==> src/rtl/pipeline_stall_ctrl.sv <==
// Central stall/flush sequencer for the 5-stage RV32I pipeline.
// Handles load-use hazards, branch/jump flushes, data-memory wait freezes
// with a timeout trap, and saturating stall/flush performance counters.
module pipeline_stall_ctrl #(
    parameter int unsigned MEM_TIMEOUT = 16,
    parameter int unsigned CNT_W       = 32
) (
    input  logic             clk,
    input  logic             rst,
    input  logic             LoadE,
    input  logic [4:0]       RD_E,
    input  logic [4:0]       RS1_D,
    input  logic [4:0]       RS2_D,
    input  logic             PCSrcE,
    input  logic             MemReqM,
    input  logic             MemReadyM,
    output logic             StallF,
    output logic             StallD,
    output logic             StallE,
    output logic             StallM,
    output logic             BubbleW,
    output logic             FlushD,
    output logic             FlushE,
    output logic             MemErr,
    output logic [CNT_W-1:0] StallCnt,
    output logic [CNT_W-1:0] FlushCnt
);

    typedef enum logic [1:0] {StRun, StMemWait, StError} state_e;

    // Wait counter reaches at most MEM_TIMEOUT-1 (<= 254), so 8 bits suffice.
    localparam logic [7:0]       WaitLast = 8'(MEM_TIMEOUT - 1);
    localparam logic [CNT_W-1:0] CntMax   = '1;

    state_e           state_q, state_d;
    logic [7:0]       wait_cnt_q, wait_cnt_d;
    logic             mem_err_q, mem_err_d;
    logic [CNT_W-1:0] stall_cnt_q, stall_cnt_d;
    logic [CNT_W-1:0] flush_cnt_q, flush_cnt_d;

    logic lu;
    logic freeze;
    logic branch_flush;
    logic lu_stall;

    // x0 is never a real producer, so it cannot create a hazard.
    assign lu = LoadE && (RD_E != 5'd0) && ((RD_E == RS1_D) || (RD_E == RS2_D));

    // Next-state logic and Mealy control decode.
    always_comb begin
        state_d      = state_q;
        wait_cnt_d   = wait_cnt_q;
        mem_err_d    = mem_err_q;
        freeze       = 1'b0;
        branch_flush = 1'b0;
        lu_stall     = 1'b0;
        case (state_q)
            StRun: begin
                // A pending memory access wins; EX is held so branch/lu re-present later.
                if (MemReqM && !MemReadyM) begin
                    freeze     = 1'b1;
                    state_d    = StMemWait;
                    wait_cnt_d = 8'd1;
                end else if (PCSrcE) begin
                    branch_flush = 1'b1;
                end else if (lu) begin
                    lu_stall = 1'b1;
                end
            end
            StMemWait: begin
                if (MemReadyM) begin
                    state_d    = StRun;
                    wait_cnt_d = 8'd0;
                    if (PCSrcE) begin
                        branch_flush = 1'b1;
                    end else if (lu) begin
                        lu_stall = 1'b1;
                    end
                end else begin
                    freeze = 1'b1;
                    if (wait_cnt_q == WaitLast) begin
                        state_d   = StError;
                        mem_err_d = 1'b1;
                    end else begin
                        wait_cnt_d = wait_cnt_q + 8'd1;
                    end
                end
            end
            StError: begin
                freeze = 1'b1;
            end
            default: begin
                state_d = StRun;
            end
        endcase
        // Reset forces the pipeline controls quiet in the same cycle.
        if (rst) begin
            freeze       = 1'b0;
            branch_flush = 1'b0;
            lu_stall     = 1'b0;
        end
    end

    // Output decode from the control classification.
    always_comb begin
        StallF   = freeze | lu_stall;
        StallD   = freeze | lu_stall;
        StallE   = freeze;
        StallM   = freeze;
        BubbleW  = freeze;
        FlushD   = branch_flush;
        FlushE   = branch_flush | lu_stall;
        MemErr   = mem_err_q;
        StallCnt = stall_cnt_q;
        FlushCnt = flush_cnt_q;
    end

    // Saturating performance counters.
    always_comb begin
        stall_cnt_d = stall_cnt_q;
        flush_cnt_d = flush_cnt_q;
        if (StallF && (stall_cnt_q != CntMax)) begin
            stall_cnt_d = stall_cnt_q + 1'b1;
        end
        if (branch_flush && (flush_cnt_q != CntMax)) begin
            flush_cnt_d = flush_cnt_q + 1'b1;
        end
    end

    // State registers with synchronous reset.
    always_ff @(posedge clk) begin
        if (rst) begin
            state_q     <= StRun;
            wait_cnt_q  <= 8'd0;
            mem_err_q   <= 1'b0;
            stall_cnt_q <= '0;
            flush_cnt_q <= '0;
        end else begin
            state_q     <= state_d;
            wait_cnt_q  <= wait_cnt_d;
            mem_err_q   <= mem_err_d;
            stall_cnt_q <= stall_cnt_d;
            flush_cnt_q <= flush_cnt_d;
        end
    end

endmodule

==> config.mk <==
export PLATFORM = sky130hd
export DESIGN_NAME = pipeline_stall_ctrl
export DESIGN_NICKNAME = d
export VERILOG_FILES = /design/src/rtl/pipeline_stall_ctrl.sv
export SDC_FILE = /design/constraint.sdc
export NUM_CORES = 1
export LEC_CHECK = 0
export ABC_AREA = 0
export BUFFER_PORTS_ARGS = -buffer_cell sky130_fd_sc_hd__buf_2
export CORE_MARGIN = 2
export CORE_UTILIZATION = 45
export CTS_CLUSTER_SIZE = 14
export DETAILED_ROUTE_END_ITERATION = 16
export PLACE_DENSITY = 0.69
export SLEW_MARGIN = 5
export SYNTH_ARGS = -nofsm -noshare
export SYNTH_HDL_FRONTEND = slang
export SYNTH_SLANG_ARGS = --single-unit
==> constraint.sdc <==
create_clock -name clk -period 5.4 [get_ports clk]
set_input_delay 0.54 -clock clk [delete_from_list [all_inputs] [get_ports clk]]
set_output_delay 0.54 -clock clk [all_outputs]
set_load 0.005 [all_outputs]
==> run_results.csv <==
group,metric,value,unit
run_status,outcome,"completed",
synthesis,synth_top_area_share,38.41,%
synthesis,synth-edff-count,0,
timing,clock.fmax,348.7,MHz
detailed_routing,wire_per_inst,14.09,um
global_route,grt_pass1_wl,15960,um
setup_path,cp.required,5.63,ns
clocking,cts_root_buf,"clkbuf_8",
synthesis,syn_inst,460,
floorplan,start_util,45.71,%
clocking,cts_max_level,3,
synthesis,syn_avg_cell_area,8.497,um2
synthesis,synthAdderAreaFrac,0.9603,%
clocking,cts_tree,"yes",
synthesis,synth_compound_area_share,14.37,%
detailed_routing,drc_errors,0,
synthesis,netlist_top_cells_count,"dfxtp_1 (75), nor2_1 (51), nand3_1 (32), a21oi_1 (31), nand4_1 (27)",
synthesis,syn-num-nets,484,
clocking,cts_setup_buffers,0,
detailed_routing,vias,3660,
timing,hold_viol_final,0,
final_layout,n_antenna_cell,0,
timing,tightest_slew,1.218,ns
synthesis,ys_warn_count,0,
detailed_routing,drt_iter0_markers,124,
synthesis,yosysUniqueCellTypes,50,
clocking,ctsResizeCount,0,
synthesis,synthMuxAreaShare,1.633,%
floorplan,rows,34,
worst_hold_path,worst_hold_startpoint,"MemErr",
placement,place_area,4394,um2
global_route,track_usage,20.05,%
synthesis,yosys_register_bits,75,
pwr,power_leakage,1.811,nW
timing,drv_slew,0,
clocking,clk_latency,0.34,ns
setup_path,r2r_slack,2.53,ns
floorplan,dieWidth,97.20,um
setup_path,cp.arrival,3.10,ns
setup_path,start_kind,"register",
timing,finalSetupViolCount,0,
floorplan,fp.dieH,97.20,um
final_layout,area_delta_synth_final,17.61,%
synthesis,synth_top_family_by_area,"simple AND/OR/NAND/NOR gates",
detailed_routing,wirelength,9217,um
timing,period_needed,2.867,ns
synthesis,async_flop_share,0,%
detailed_routing,vias_per_cell,5.596,
final_layout,multi_input_area,2241,um2
job,maxCapViolations,0,
detailed_routing,antenna_left,0,
placement,globalplace.congestion,0.8361,
setup_path,crit_fanout,38,
placement,hpwl,6570,um
setup_path,slowest_stage,"and3_1",
final_layout,area.sequential,1501,um2
pwr,power.density,230.1,nW/um2
clocking,clkSinkCount,75,
timing,rsz0062_at_grt,"false",
clocking,numCtsBuffers,9,
global_route,first_global_vias,3345,
global_route,grt_overflow,0,
pwr,ir_worst_vdd,150.7,uV
setup_path,endpoint_kind,"register",
setup_path,rr_worst_depth,6,
final_layout,fillers,811,
floorplan,io_pins,93,
placement,io_buffers,92,
setup_path,r2r-start,"StallCnt[0]",
clocking,max-clock-path-buffers,2,
global_route,antenna_found_initial,0,
clocking,ctsHoldBuffers,0,
worst_hold_path,whs_endpoint,"MemErr",
synthesis,yosysMostFrequentCell,"dfxtp_1",
global_route,grt_max_degree,46,
floorplan,dieArea,9448,um2
worst_hold_path,min_path_cells,2,
setup_path,worstPathCellList,"ha_1 -> nand4_1 -> nor4_2 -> and3_1 -> nor4_1 -> mux2_1",
floorplan,core-area,8551,um2
synthesis,synthSimpleGateAreaFrac,30.54,%
detailed_routing,dr.pass1.iters,6,
final_layout,drive_above_1_share,22.16,%
synthesis,synth_ff_type,"dfxtp_1",
timing,finClkSkew,0.009972,ns
final_layout,fin_nets,565,
synthesis,netlist_area,3909,um2
setup_path,path_class,"reg -> reg",
synthesis,synthXorXnorAreaFrac,9.635,%
synthesis,netlist_top_cells_area,"dfxtp_1 (38%), xor2_1 (5.6%), nor2_1 (4.9%)",
final_layout,post-route-util,53.76,%
worst_hold_path,hp-class,"reg -> reg",
setup_path,critical_path.max_stage_delay,1.05,ns
synthesis,yosysTopAreaCell,"dfxtp_1",
final_layout,finalInstanceArea,4597,um2
synthesis,yosysSeqAreaShare,38.41,%
setup_path,r2r_end,"StallCnt[13]",
timing,finalCritPeriodShare,53.10,%
timing,maxSlewHeadroom,18.79,%
clocking,clk_pin_slew,0.08,ns
timing,setup_tns,0,ns
## metrics by stage
step | instances | hold WS, ns | setup WS, ns | power, mW
final | 654 | 0.4507 | 2.533 | 1.058
after global routing | 654 | 0.4711 | 2.255 | 1.104
after CTS | 654 | 0.4561 | 2.564 | 1.071
after detailed placement | 638 | 0.4457 | 2.485 | 0.6344
after global placement | 638 | 0.4330 | 2.543 | 0.6325
after floorplan | 460 | 0.4421 | 3.138 | 0.6147
## final cells by class
type | count | area share (%)
Inverter | 11 | 0.8982
Sequential cell | 75 | 32.66
Timing Repair Buffer | 94 | 10.34
Clock buffer | 10 | 2.994
Multi-Input combinational cell | 350 | 48.75
Clock inverter | 6 | 1.415
Tap cell | 108 | 2.940
## kinds of logic after synthesis
| kind of cell | Yosys count |
|---|---|
| AO/OA/AOI/OAI | 82 |
| XOR/XNOR | 43 |
| adder cells (fa/ha/maj) | 3 |
| buffers and inverters | 35 |
| flip-flops | 75 |
| multiplexers | 6 |
| AND/OR/NAND/NOR | 216 |
## per-layer routing
layer | track usage, % | vias to the layer above | part of all wire, %
met3 | 5.468 | 10 | 6.6
li1 | - | 1855 | -
met1 | 26.07 | 1708 | 46
met4 | 7.259 | 0 | 1.5
met2 | 32.00 | 87 | 46
met5 | 0 | - | 0
## worst max-delay path: cells and delay by family, from the launching register on
family / cells / cell delay, ns
adder cells (fa/ha/maj): 1 / 0.28
multiplexers: 1 / 0.36
flip-flops: 1 / 0.39
AND/OR/NAND/NOR: 4 / 1.73
## worst max path at each step
stage                            from      endpoint  slack (ns)  cells after the start
final                     StallCnt[0]  StallCnt[13]        2.53                      6
after global routing      StallCnt[0]  StallCnt[13]        2.26                      6
after floorplan             MemReadyM        StallF        3.14                      8
after global placement            rst  StallCnt[22]        2.54                      7
after detailed placement          rst  StallCnt[22]        2.49                      7
after CTS                         rst        StallF        2.56                      6
## report_power, final
group          internal (mW)  total, mW  leakage [nW]  switching [mW]
combinational         0.0242     0.0619          1.12          0.0377
clock                  0.225      0.437        0.0905           0.212
sequential             0.555      0.559         0.605         0.00368
## registers in the layout (all words and copies together) (netlist names)
name,count
FlushCnt,32
StallCnt,32
MemErr,1
wait_cnt_q,8
state_q,2
## layout by cell type (no fill, tap or decap), types with 3 or more instances in the layout
cell        synthesis  final
a21oi_1            31     31
and2_1              8      8
and3_1             16     16
and4_1              7      7
buf_2              10     92
clkbuf_8            0     10
clkinvlp_4          0      4
dfxtp_1            75     75
ha_1                3      3
inv_1              11     11
mux2_1              3      3
mux2i_1             3      3
nand2_1            25     25
nand3_1            32     32
nand4_1            27     27
nor2_1             51     51
nor3_1              4      4
nor3b_1             3      3
nor4_1              3      3
o21ai_0             8      8
o21ai_1             3      3
o311ai_1            5      5
o31ai_1            17     17
or3_1              10     10
or4_1              20     20
xnor2_1            18     18
xor2_1             25     25
Power figures use the tool's default switching activity.
